`src/rtl/ccr_cond_eval.sv`:
```
// Condition-code evaluator: registered CCR (C V N Z) plus a 3-state IDLE/EVAL/DONE request FSM.
// Optional taken-branch counter enabled by defining CCR_TAKEN_CNT_EN; debug state encoding IDLE=0 EVAL=1 DONE=2.
module ccr_cond_eval #(
  parameter int          CNT_W  = 8,
  parameter logic [3:0]  C_MASK = 4'b1000,
  parameter logic [3:0]  V_MASK = 4'b0100,
  parameter logic [3:0]  N_MASK = 4'b0010,
  parameter logic [3:0]  Z_MASK = 4'b0001
) (
  input  logic             clk,
  input  logic             rst,
  input  logic             ccr_we,
  input  logic [3:0]       ccr_in,
  input  logic             req,
  input  logic [3:0]       cond,
  output logic             ready,
  output logic             valid,
  output logic             taken,
  output logic [3:0]       ccr_q,
  output logic [CNT_W-1:0] taken_cnt,
  output logic [1:0]       fsm_state
);

  typedef enum logic [1:0] {IDLE = 2'd0, EVAL = 2'd1, DONE = 2'd2} state_t;

  state_t     state;
  logic [3:0] cond_q;
  logic       cond_true;
  logic       c, v, n, z;

  assign fsm_state = state;

  // Evaluated during EVAL, so it sees any CCR write made on the accept edge
  // but not one made on the EVAL->DONE edge.
  always_comb begin
    cond_true = 1'b0;
    c = |(ccr_q & C_MASK);
    v = |(ccr_q & V_MASK);
    n = |(ccr_q & N_MASK);
    z = |(ccr_q & Z_MASK);
    case (cond_q)
      4'h0: cond_true = z;
      4'h1: cond_true = !z;
      4'h2: cond_true = c;
      4'h3: cond_true = !c;
      4'h4: cond_true = n;
      4'h5: cond_true = !n;
      4'h6: cond_true = v;
      4'h7: cond_true = !v;
      4'h8: cond_true = c && !z;
      4'h9: cond_true = !c || z;
      4'hA: cond_true = (n == v);
      4'hB: cond_true = (n != v);
      4'hC: cond_true = !z && (n == v);
      4'hD: cond_true = z || (n != v);
      4'hE: cond_true = 1'b1;
      default: cond_true = 1'b0;
    endcase
  end

  // Handshake: a request is accepted on any rising edge where ready && req;
  // valid is a single-cycle strobe two edges later and carries no back-pressure.
  always_ff @(posedge clk or posedge rst) begin
    if (rst) begin
      state  <= IDLE;
      ready  <= 1'b1;
      valid  <= 1'b0;
      taken  <= 1'b0;
      ccr_q  <= 4'b0000;
      cond_q <= 4'h0;
    end else begin
      if (ccr_we) ccr_q <= ccr_in;
      case (state)
        IDLE: begin
          if (req) begin
            state  <= EVAL;
            cond_q <= cond;
            ready  <= 1'b0;
          end
        end
        EVAL: begin
          state <= DONE;
          valid <= 1'b1;
          taken <= cond_true;
        end
        DONE: begin
          state <= IDLE;
          valid <= 1'b0;
          ready <= 1'b1;
        end
        default: begin
          state <= IDLE;
          valid <= 1'b0;
          ready <= 1'b1;
        end
      endcase
    end
  end

`ifdef CCR_TAKEN_CNT_EN
  logic [CNT_W-1:0] cnt_q;

  // Saturating: holds at all-ones instead of wrapping.
  always_ff @(posedge clk or posedge rst) begin
    if (rst) begin
      cnt_q <= {CNT_W{1'b0}};
    end else if (state == EVAL && cond_true && cnt_q != {CNT_W{1'b1}}) begin
      cnt_q <= cnt_q + 1'b1;
    end
  end

  assign taken_cnt = cnt_q;
`else
  assign taken_cnt = {CNT_W{1'b0}};
`endif

endmodule

```
`config.mk`:
```
export PLATFORM = sky130hd
export DESIGN_NAME = ccr_cond_eval
export DESIGN_NICKNAME = d
export VERILOG_FILES = /design/src/rtl/ccr_cond_eval.sv
export SDC_FILE = /design/constraint.sdc
export NUM_CORES = 1
export LEC_CHECK = 0
export BUFFER_PORTS_ARGS = -buffer_cell sky130_fd_sc_hd__buf_2
export CORE_MARGIN = 8
export CORE_UTILIZATION = 42
export DETAILED_ROUTE_END_ITERATION = 6
export HOLD_SLACK_MARGIN = 0.15
export MAX_ROUTING_LAYER = met4
export PLACE_DENSITY = 0.73
export SLEW_MARGIN = 30
export SYNTH_ARGS = -nofsm -noshare
export SYNTH_HDL_FRONTEND = slang
export SYNTH_SLANG_ARGS = --single-unit
```
`constraint.sdc`:
```
create_clock -name clk -period 1.3 [get_ports clk]
set_input_delay 0.195 -clock clk [delete_from_list [all_inputs] [get_ports clk]]
set_output_delay 0.195 -clock clk [all_outputs]
set_load 0.02 [all_outputs]
```
Yosys cells after proc, flatten, opt, wreduce, memory -nomap -nowiden
Index checks and enable logic that the tools add are counted.

word-level totals
  bits in registers = 13
  input port bits = 12
  output and inout port bits = 17
  word-level logic and storage cells = 43

operators by class
  equality and inequality tests = 18
  muxes and demuxes = 6
  bitwise gates (word level) = 1
  reduce and logical (&&, ||, !) cells = 12

operators with widths
  operator                                                                number
  4-bit equality test (second input constant)                             7
  4-bit by 3-bit equality test with 1-bit output (second input constant)  4
  1-bit case mux with 15 select lines                                     1
  4-bit by 2-bit equality test with 1-bit output (second input constant)  2
  4-bit by 1-bit equality test with 1-bit output (second input constant)  1
  1-bit logical NOT                                                       4
  4-bit logical NOT                                                       1
  1-bit case mux with 2 select lines                                      2
  2-bit case mux with 2 select lines                                      1
  2-bit AND reduction                                                     2
  2-bit by 1-bit equality test with 1-bit output (second input constant)  1
  1-bit logical AND                                                       2
  2-bit logical NOT                                                       1
  1-bit logical OR                                                        2
  2-bit 2-to-1 mux                                                        1
  2-bit inequality test (second input constant)                           1
  1-bit equality test                                                     1
  1-bit 2-to-1 mux                                                        1
  1-bit inequality test                                                   1
  1-bit NOT                                                               1

Logic depth before layout (Yosys ltp)
Gate-level depths: netlist of the first run.

  depth after elaboration = 3
  depth in mapped cells = 6

Least setup slack after synthesis of the first run
Ideal clock, no wire load.

  kind = flip-flop to flip-flop
  from = register ccr_q[2]
  to = register taken
  library setup time = 0.130 ns
  data arrival time = 1.318 ns
  slack = -0.148 ns
  stages on the path, launching flop included = 6
  buffers on the path = 0
  cells stage by stage = dfrtp_1 > and4b_1 > o31ai_1 > o311ai_1 > a21oi_1 > o221ai_2

between the ends
  cells in the longest elaborated chain, start to end = 3
  elaborated cells on any way between the ends = 6
  classes of those cells = eq/ne (2); mux (1); reduce/logical (3)

RTL lines
  element                                                              RTL line  RTL
  start, declared                                                      19        output logic [3:0] ccr_q,
  start signal, assigned                                               72        if (ccr_we) ccr_q <= ccr_in;
  1-bit inequality test / 1-bit equality test (equally long branches)  -
  1-bit logical OR / 1-bit logical AND (equally long branches)         55, 54
  1-bit case mux with 15 select lines *                                41        case (cond_q)
  end signal, assigned                                                 84        taken <= cond_true;
  end, declared                                                        18        output logic taken,

Mark *: on every way between the ends. The rest lies on a longest branch, timed or not.
A chain may end at the register's enable or synchronous reset.

Final worst setup path of the first run
  from = register cond_q[2]
  to = register taken

between the ends
  cells in the longest elaborated chain, start to end = 2
  elaborated cells on any way between the ends = 16
  classes of those cells = eq/ne (14); mux (1); reduce/logical (1)

RTL lines
  element                                      RTL line  RTL
  start, declared                              27        logic [3:0] cond_q;
  start signal, assigned                       77        cond_q <= cond;
  4-bit equality test (tied with other cells)  41
  1-bit case mux with 15 select lines *        41

Marked as above.

==> results of run 1 <==
## cell type report
cell class	instances	share of cell area, %
repair buffers	37	24.0
clock buffers	4	2.60
flip-flops and latches	13	32.8
well taps	25	3.09
inverters	4	1.48
multi-input cells	52	36.1
## kinds of logic after synthesis
group | Yosys count
other | 1
xor gates and xnor gates | 1
buffers and inverters | 15
AOI/OAI and AO/OA | 14
DFF | 13
and+or+nand+nor | 22
muxes | 7
## worst max-delay path, stage by stage, from the launching register on
cell and delay [ns]:
dfrtp_2 0.46, and4b_1 0.21, o31ai_1 0.23, o311ai_1 0.13, a21oi_1 0.17, o221ai_2 0.10
## cell usage in the layout (no fill, tap or decap), types with 2 or more instances in the layout
master	Yosys	layout
a31oi_1	3	3
dfrtp_1	12	8
clkbuf_4	0	3
nor2_1	5	5
nand2_1	4	4
inv_1	4	4
o21ai_0	3	3
dlygate4sd3_1	0	6
nor3b_1	2	2
a21oi_1	2	2
mux2_2	6	6
conb_1	1	8
nor2b_1	2	2
buf_2	2	20
dfrtp_2	0	4
buf_4	8	11
## power groups by stage
stage / logic [mW] / clock network, mW / registers [mW]
after floorplan: 0.361 / 0 / 0.635
after global placement: 0.560 / 0 / 0.589
after detailed placement: 0.571 / 0 / 0.595
after CTS: 0.585 / 0.251 / 0.591
after global routing: 0.640 / 0.274 / 0.612
final: 0.583 / 0.242 / 0.593
## what timing repair did
action,in CTS,in global routing
hold endpoints to repair,16,1
hold buffers,5,1
setup endpoints to repair,1,3
gates resized for setup,2,1
pin swaps,0,0
## per-layer routing
| metal | share of wire [%] | routed length (microns) | track usage, % | vias up |
|---|---|---|---|---|
| met4 | 0.25 | 4 | 4.20 | 0 |
| li1 | - | - | - | 317 |
| met3 | 5.1 | 81 | 2.39 | 2 |
| met1 | 43 | 681 | 11.3 | 304 |
| met2 | 52 | 820 | 16.4 | 14 |
| met5 | 0 | 0 | - | - |
## registers in the layout (all words and copies together), names as in the netlist
register,count
valid,1
ccr_q,4
ready,1
fsm_state,2
cond_q,4
taken,1
## worst max path at each step
stage | start | endpoint | slack, ns | cells after the start
after floorplan | cond_q[2] | taken | -0.09 | 6
after global placement | cond_q[2] | taken | -0.14 | 5
after detailed placement | cond_q[2] | taken | -0.20 | 5
after CTS | cond_q[2] | taken | -0.12 | 5
after global routing | cond_q[2] | taken | -0.21 | 5
final | cond_q[2] | taken | -0.12 | 5
==> run metrics, run 1 <==
outcome complete, but fails checks; failing checks setup timing; crit start category flop; worst hold path cell count 2; synthesis warning total 0; xor and xnor fraction of the mapped netlist area 1.16%; startpoint of the tightest hold check path cond[2]; Die Width 58.4 microns; largest clock skew in the final design roughly 0.0042 ns; Setup Total Neg Slack -0.118 ns; arrival time of the worst setup path between 1.5 and 2 ns; detailed-route wire length 1590 microns; leading cell type by number of instances after synthesis dfrtp_1; total track usage under 10%; post-detailed-placement half-perimeter wirelength ~1300 microns; placed cell count 125; capture endpoint of the worst hold path cond_q[2]; antenna violations before repair 0; chip height between 50 and 60 microns; clock sink count 13; highest achievable clock rate a little over 700 MHz; reg-to-reg slack, setup -0.12 ns; sort of element at the end of the critical path flop; detailed-routing iteration count for the pre-antenna-repair pass 2; std cell rows 15; RR Endpoint taken; dominant synthesized flop cell dfrtp_1; clock tree from TritonCTS yes; Net Sw Power between 500 and 600 uW; utilization of the core after routing between 50% and 60%; top fanout value on the critical path 11; IO buf count 20; fraction of power consumed by the clock network 17.1%; final-report max-slew violation count 0; synthesized-area fraction occupied by adder cells 0%; class of the worst hold path input port to flop; clock-pin slew reported for the worst setup and hold paths after clock tree synthesis 0.08 ns; maximum number of pins on one net before global-route repair 14; clk_lat worst skew roughly 0.27 ns; most used standard cells in the synthesized netlist dfrtp_1 (12), buf_4 (8), mux2_2 (6); Unique masters post-synth 32; worst-case hold slack roughly 0.16 ns; Area Overhead vs Synth 33.9%; sequential group share of total power 41.8%; fraction of the mapped netlist area in compound gates 13.2%; share of cell area taken by muxes after synthesis around a tenth; async set or reset register ratio after synthesis 100%; area occupied by registers about 330 sq um; total CTS buffers 3; DRT antenna net count 0; number of buffers inserted to repair setup after CTS 0; clock period minus worst slack between 1 and 1.5 ns; sequential area share after synthesis a little over two fifths; CTS max path bufs 2; placed standard-cell area about 920 sq um; Mapped Avg Cell Area about 10 sq um; vias in the first global route between 600 and 700; combinational family with the most area after synthesis simple AND/OR/NAND/NOR gates; simple logic cell fraction of the synthesized area a little under a fifth; cell chosen for the clock root clkbuf_4; DIE AREA about 0.0034 sq mm; number of failing hold endpoints at the final stage 0; class of the most critical setup path flop to flop; number of vias per cell about 4.7; final net count around 120; Final Total Pwr between 1 and 1.5 mW; residual DRC count 0; area fraction of the dominant cell type after synthesis approximately two fifths; largest cells by area after synthesis dfrtp_1 (40%), mux2_2 (8.9%), buf_4 (7.9%), dfstp_2 (3.5%), a31oi_1 (2.5%); Synth area leader dfrtp_1; Via Count ~640; Max-Cap Viols 0; number of H-tree branching levels 1; RSZ-0062 raised after global routing true; Tcrit/Tclk final 109%; Congestion Overflow GR 0; fraction of layout instances using a drive strength above 1 between 40% and 50%; number of primary I/O pins 29; part of the power in combinational logic ~40%; static leakage power ~0.48 nW; fill count between 150 and 200; starting density of the core about 44%; detailed router's first-iteration violation count 5; final instance count without filler cells 135; Worst IR Drop VDD approximately 0.0008 V; required time at the endpoint of the critical path roughly 1.5 ns; Floorplan Core Area roughly 0.0017 sq mm; final worst slack -0.118 ns; total setup violations reported at the end of the flow 1; EDFF count, synth 0; antenna fix cells 0; worst setup slack after placement -0.196 ns; post-route cell area ~0.001 sq mm; switching fraction of total power between 30% and 40%; cell area after synthesis 756 sq um; final weighted congestion in routability-driven placement 0.855; count of cells along the worst register-to-register path 5; Avg WL per Cell around 12 microns; count of mapped cells out of synthesis 73; cell-internal power 907 uW; multi-input gate area in the final layout 365 sq um; wire length of the first global-routing pass between 2000 and 3000 microns; cell area power density ~1400 mW/mm^2; post-synthesis sequential element count 13; launch point of the worst reg-to-reg path cond_q[2]
Power figures use the tool's default switching activity.
==> inputs of run 2 (changes only) <==
- ABC_AREA: unset -> 1
- TNS_END_PERCENT: unset -> 20
==> run 2 against run 1 <==
  * The flow now finishes without violations
  * Via count is 16% higher
  * Critical path depth is 5 higher
  * Count of clock-buffer cells in the layout stayed put
  * Synthesized cell count is 47% higher
  * Die area is 1.1% lower
  * Area after synthesis is 1.5% lower
  * Sequential power is 0.8% lower
  * Worst hold slack better by 0.042 ns
  * Non-clock buffer count is 8 lower
  * Largest power group unchanged
==> run metrics, run 2 <==
outcome complete, no violations; fill count about 150; wire length of the first global-routing pass about 2900 microns; Most Crowded Layer GR met2; count of mapped cells out of synthesis about 110; most frequent standard cell in the layout excluding fill and tap cells nand2_1; required time at the endpoint of the critical path ~1.5 ns; final worst slack 0.114 ns; clock tree from TritonCTS yes; clk_lat worst skew 0.27 ns; clock sink count 13; top fanout value on the critical path 5; Setup Total Neg Slack 0 ns; std cell rows 15; worst setup slack after placement ~0.11 ns; sequential area share after synthesis 43.9%; CTS max path bufs 2; Mapped Avg Cell Area 6.96 sq um; GR Layer Usage met1 11.5%; antenna fix cells 0; async set or reset register ratio after synthesis 100%; chip height roughly 58 microns; largest cells by area after synthesis dfrtp_1 (40%), nand2_1 (17%), buf_4 (8.1%), nand3_1 (6.7%), nor2_1 (6.6%); dominant synthesized flop cell dfrtp_1; static leakage power 0.521 nW; Via Count 736; detailed-routing iteration count for the pre-antenna-repair pass 4; total CTS buffers 3; most used standard cells in the synthesized netlist nand2_1 (34), nor2_1 (13), dfrtp_1 (12); final net count 152; post-detailed-placement half-perimeter wirelength between 1000 and 1500 microns; DIE AREA 0.00338 sq mm; clock-pin slew reported for the worst setup and hold paths after clock tree synthesis about 0.080 ns; cell chosen for the clock root clkbuf_4; cell area after synthesis about 740 sq um; Worst IR Drop VDD ~0.00076 V; EDFF count, synth 0; number of failing hold endpoints at the final stage 0; post-synthesis sequential element count 13; total setup violations reported at the end of the flow 0; vias in the first global route just over 700; Die Width just under 60 microns; RSZ-0062 raised after global routing false; starting density of the core between 40 and 50%; arrival time of the worst setup path about 1.4 ns; area fraction of the dominant cell type after synthesis between 40% and 50%; number of primary I/O pins 29; cell area power density ~1300 mW/mm^2; largest clock skew in the final design 0.00414 ns; synthesis warning total 0; antenna violations before repair 0; residual DRC count 0; number of vias per cell about 4.7; area occupied by registers 330 sq um; Area Overhead vs Synth 29.6%; final-report max-slew violation count 0; met2 global-route usage a little under a fifth; Max-Cap Viols 0; highest achievable clock rate roughly 840 MHz; detailed-route wire length between 1500 and 2000 microns; leading cell type by number of instances after synthesis nand2_1; Tcrit/Tclk final 91.2%; class of the worst hold path input port to flop; Avg WL per Cell around 11 microns; Congestion Overflow GR 0; maximum number of pins on one net before global-route repair 14; final weighted congestion in routability-driven placement ~0.9; placed standard-cell area 832 sq um; total track usage between 10 and 15%; Floorplan Core Area 0.00169 sq mm; fraction of layout instances using a drive strength above 1 26.6%; crit start category flop; IO buf count 20; Unique masters post-synth 14; DRT antenna net count 0; clock period minus worst slack 1.19 ns; multi-input gate area in the final layout approximately 340 sq um; commonest non-fill, non-tap cells in the layout nand2_1 (32), buf_2 (20), nor2_1 (12); Synth area leader dfrtp_1; detailed router's first-iteration violation count 15; post-route cell area ~960 sq um; sort of element at the end of the critical path flop; worst-case hold slack about 0.20 ns; class of the most critical setup path flop to flop; met3 Track Usage GR ~2.2%; number of H-tree branching levels 1
==> run 2: cell count changes in the layout (fill, tap and decap cells not counted), moves of 3 or more <==
| cell | change |
|---|---|
| inv_2 | +6 |
| buf_4 | -11 |
| nand2_1 | +28 |
| nand3_1 | +9 |
| nor2_1 | +7 |
| a31oi_1 | -3 |
| mux2_2 | -6 |
| o21ai_0 | +6 |
| dlygate4sd3_1 | +3 |
==> run 2: per-stage QoR <==
stage	power, mW	cells	utilization (%)
3_5_place_dp	1.02	143	49.3
4_1_cts	1.29	156	56.1
5_1_grt	1.41	156	57.1
3_3_place_gp	1.00	143	49.3
2_1_floorplan	0.900	114	-
6_report	1.30	156	57.1
==> run 2: final timing paths <==
kind / slack (ns) / from / end / cells past startpoint
worst min register to register: 0.51 / fsm_state[1] / valid / 1
worst max-delay path: 0.11 / cond_q[3] / taken / 10
worst min-delay path: 0.20 / ccr_we / ccr_q[1] / 2
min in group asynchronous: 0.47 / rst / ccr_q[3] / 3
worst max register to register: 0.11 / cond_q[3] / taken / 10
max in group asynchronous: 0.49 / rst / ready / 3
==> run 2: cells by family after synthesis <==
family,count (synthesis),share of synthesized area (%)
DFF,13,43.9
other,1,0.504
buffers and inverters,22,15.1
and+or+nand+nor,59,32.4
AOI/OAI and AO/OA,12,8.07
==> run 2: per-layer routing <==
layer  up-vias  part of all wire (%)
met5         -                     0
met4         0                   3.4
met3         6                   5.3
met2        21                    51
met1       326                    41
li1        383                     -
==> run 2: area by class of cell <==
type | count | area share, %
multi-input combinational | 79 | 35.7
sequential | 13 | 34.2
timing repair buffer | 29 | 19.7
inverter | 14 | 5.45
clock buffer | 4 | 2.72
tap | 17 | 2.20
==> run 2: critical path, stage by stage (launching register included) <==
cell and delay [ns]:
dfrtp_1 0.42, nand2_1 0.11, clkinv_1 0.09, nand3_2 0.08, nand2_1 0.05, nand2_1 0.05
nand2_1 0.04, nor2_1 0.07, nand2_1 0.05, nand2_1 0.05, nand2_1 0.04
==> run 2: power breakdown <==
| part | switching (mW) | internal, mW |
|---|---|---|
| registers | 0.0942 | 0.493 |
| clock network | 0.122 | 0.119 |
| logic | 0.299 | 0.169 |
==> run 2: what timing repair did <==
item / CTS / global route
buffers inserted: 0 / 0
hold buffers: 9 / 0
gates resized for setup: 0 / 10
endpoints found under the hold margin: 20 / 0
setup endpoints to repair: 0 / 1
==> inputs of run 3 (changes only) <==
--- a/config.mk
+++ b/config.mk
@@ -10,3 +10,3 @@
 export CORE_MARGIN = 8
-export CORE_UTILIZATION = 42
+export CORE_UTILIZATION = 40
 export DETAILED_ROUTE_END_ITERATION = 6
@@ -14,3 +14,3 @@
 export MAX_ROUTING_LAYER = met4
-export PLACE_DENSITY = 0.73
+export PLACE_DENSITY = 0.7
 export SLEW_MARGIN = 30
--- a/constraint.sdc
+++ b/constraint.sdc
@@ -3,2 +3,2 @@
 set_output_delay 0.195 -clock clk [all_outputs]
-set_load 0.02 [all_outputs]
+set_load 0.005 [all_outputs]
==> run 3 against run 2 <==
  * Sequential cell count did not move
  * Critical path depth fell by 1
  * Global-route usage rose by 0.83 points
  * Largest cell class unchanged
  * Routed wire length rose by 14%
  * Register-to-register slack got worse by 0.03 ns
  * Highest routed layer unchanged
==> run metrics, run 3 (synthesized netlist as in run 2, its figures left out) <==
Buf/Inv on CP 1; antenna fix cells 0; Largest stage delay, worst path roughly 0.43 ns; post-detailed-placement half-perimeter wirelength 1390 microns; placed cell count between 150 and 200; CTS max path bufs 2; cell chosen for the clock root clkbuf_4; launch point of the worst reg-to-reg path cond_q[2]; cells along the critical path buf_4, a21oi_2, nor2_1, nand2_1, nand2_1, nor2_1, nand2_1, nand2_1, nand2_1; required time at the endpoint of the critical path about 1.5 ns; count of cells along the worst register-to-register path 9; maximum number of pins on one net before global-route repair 14; class of the worst hold path input port to flop; worst-case hold slack 0.201 ns; Congestion Overflow GR 0; worst hold path cell count 2; most frequent cell on the critical path nand2_1; antenna violations before repair 0; total CTS buffers 3; cell area power density 1280 mW/mm^2; Area Overhead vs Synth 35.5%; number of primary I/O pins 29; Via Count 794; final instance count without filler cells approximately 170; multi-input gate area in the final layout about 340 sq um; Avg WL per Cell ~12 microns; final net count approximately 160; startpoint of the tightest hold check path ccr_we; clk_lat worst skew roughly 0.27 ns; residual DRC count 0; detailed router's first-iteration violation count 19; Floorplan Core Area 0.00175 sq mm; total track usage between 10% and 20%; class of the most critical setup path flop to flop; DRT antenna net count 0; clock-pin slew reported for the worst setup and hold paths after clock tree synthesis ~0.080 ns; chip height about 59 microns; total setup violations reported at the end of the flow 0; outcome complete, no violations; Final Total Pwr roughly 1.3 mW; Setup Total Neg Slack 0 ns; RSZ-0062 raised after global routing true; starting density of the core a little over two fifths; IO buf count 20; Die Width around 60 microns; fill count approximately 160; number of H-tree branching levels 1; reg-to-reg slack, setup around 0.082 ns; wire length of the first global-routing pass 3280 microns; fraction of layout instances using a drive strength above 1 roughly 31%; Tcrit/Tclk final a little over nine tenths; std cell rows 15; post-route cell area roughly 0.001 sq mm; crit start category flop; highest achievable clock rate roughly 820 MHz; clock period minus worst slack about 1.2 ns; number of failing hold endpoints at the final stage 0; DIE AREA between 0.003 and 0.004 sq mm; commonest non-fill, non-tap cells in the layout nand2_1 (34), buf_2 (20), nor2_1 (12); capture endpoint of the worst hold path ccr_q[0]; Max-Cap Viols 0; sort of element at the end of the critical path flop; final weighted congestion in routability-driven placement about 0.94; top fanout value on the critical path 4; final-report max-slew violation count 0; detailed-routing iteration count for the pre-antenna-repair pass 4; RR Endpoint taken; area occupied by registers between 300 and 400 sq um; static leakage power 0.546 nW; Worst IR Drop VDD 0.000711 V; largest clock skew in the final design 0.00151 ns; number of vias per cell ~4.7; cell class contributing the biggest share of worst-path delay flip-flops; Max stage delay cell, worst path dfrtp_2; clock sink count 13; detailed-route wire length 1990 microns; placed standard-cell area around 840 sq um; clock tree from TritonCTS yes; most frequent standard cell in the layout excluding fill and tap cells nand2_1; vias in the first global route a little under 800; arrival time of the worst setup path about 1.4 ns
==> run 3: cell types whose count changed in the layout (fill, tap and decap cells not counted), sizes merged <==
cell    before  now
buf         20   25
clkinv       2    1
inv         12   13
==> run 3: how the worst max path moves through the flow <==
stage / start / slack [ns] / cells past startpoint / endpoint
after floorplan: cond_q[3] / 0.20 / 10 / taken
after global placement: cond_q[3] / 0.09 / 10 / taken
after detailed placement: cond_q[3] / 0.08 / 10 / taken
after CTS: cond_q[2] / 0.06 / 10 / taken
after global routing: ccr_q[2] / -0.03 / 10 / taken
final: cond_q[2] / 0.08 / 9 / taken
==> run 3: metrics by stage <==
stage	util, %	worst slack [ns]
global placement	48.2	0.0880
floorplan	-	0.203
finish	57.8	0.0819
CTS	54.9	0.0638
detailed placement	48.2	0.0819
global route	57.8	-0.0272
==> run 3: what timing repair did <==
action                     4_1_cts  5_1_grt
hold buffers                     9        0
buffers inserted                 0        5
hold endpoints to repair        20        0
setup endpoints to repair        0        1
gates resized for setup          0       11
==> run 3: final cells by class <==
| class | count | area share [%] |
|---|---|---|
| Clock buffer | 4 | 2.61 |
| Tap cell | 25 | 3.10 |
| Multi-Input combinational cell | 79 | 33.5 |
| Timing Repair Buffer | 34 | 22.6 |
| Sequential cell | 13 | 33.0 |
| Inverter | 14 | 5.21 |
==> run 3: metal layers <==
metal	global-route usage, %	vias up	share of wire [%]
met5	-	-	0
met4	7.85	0	2.4
met3	1.95	6	7.1
met2	20.1	38	50
met1	13.3	361	41
li1	-	389	-
==> run 3: power by group <==
part	leakage [nW]	switching, mW	internal [mW]	total (mW)
registers	0.153	0.0859	0.497	0.583
logic	0.379	0.251	0.203	0.454
clock network	0.0150	0.131	0.119	0.250
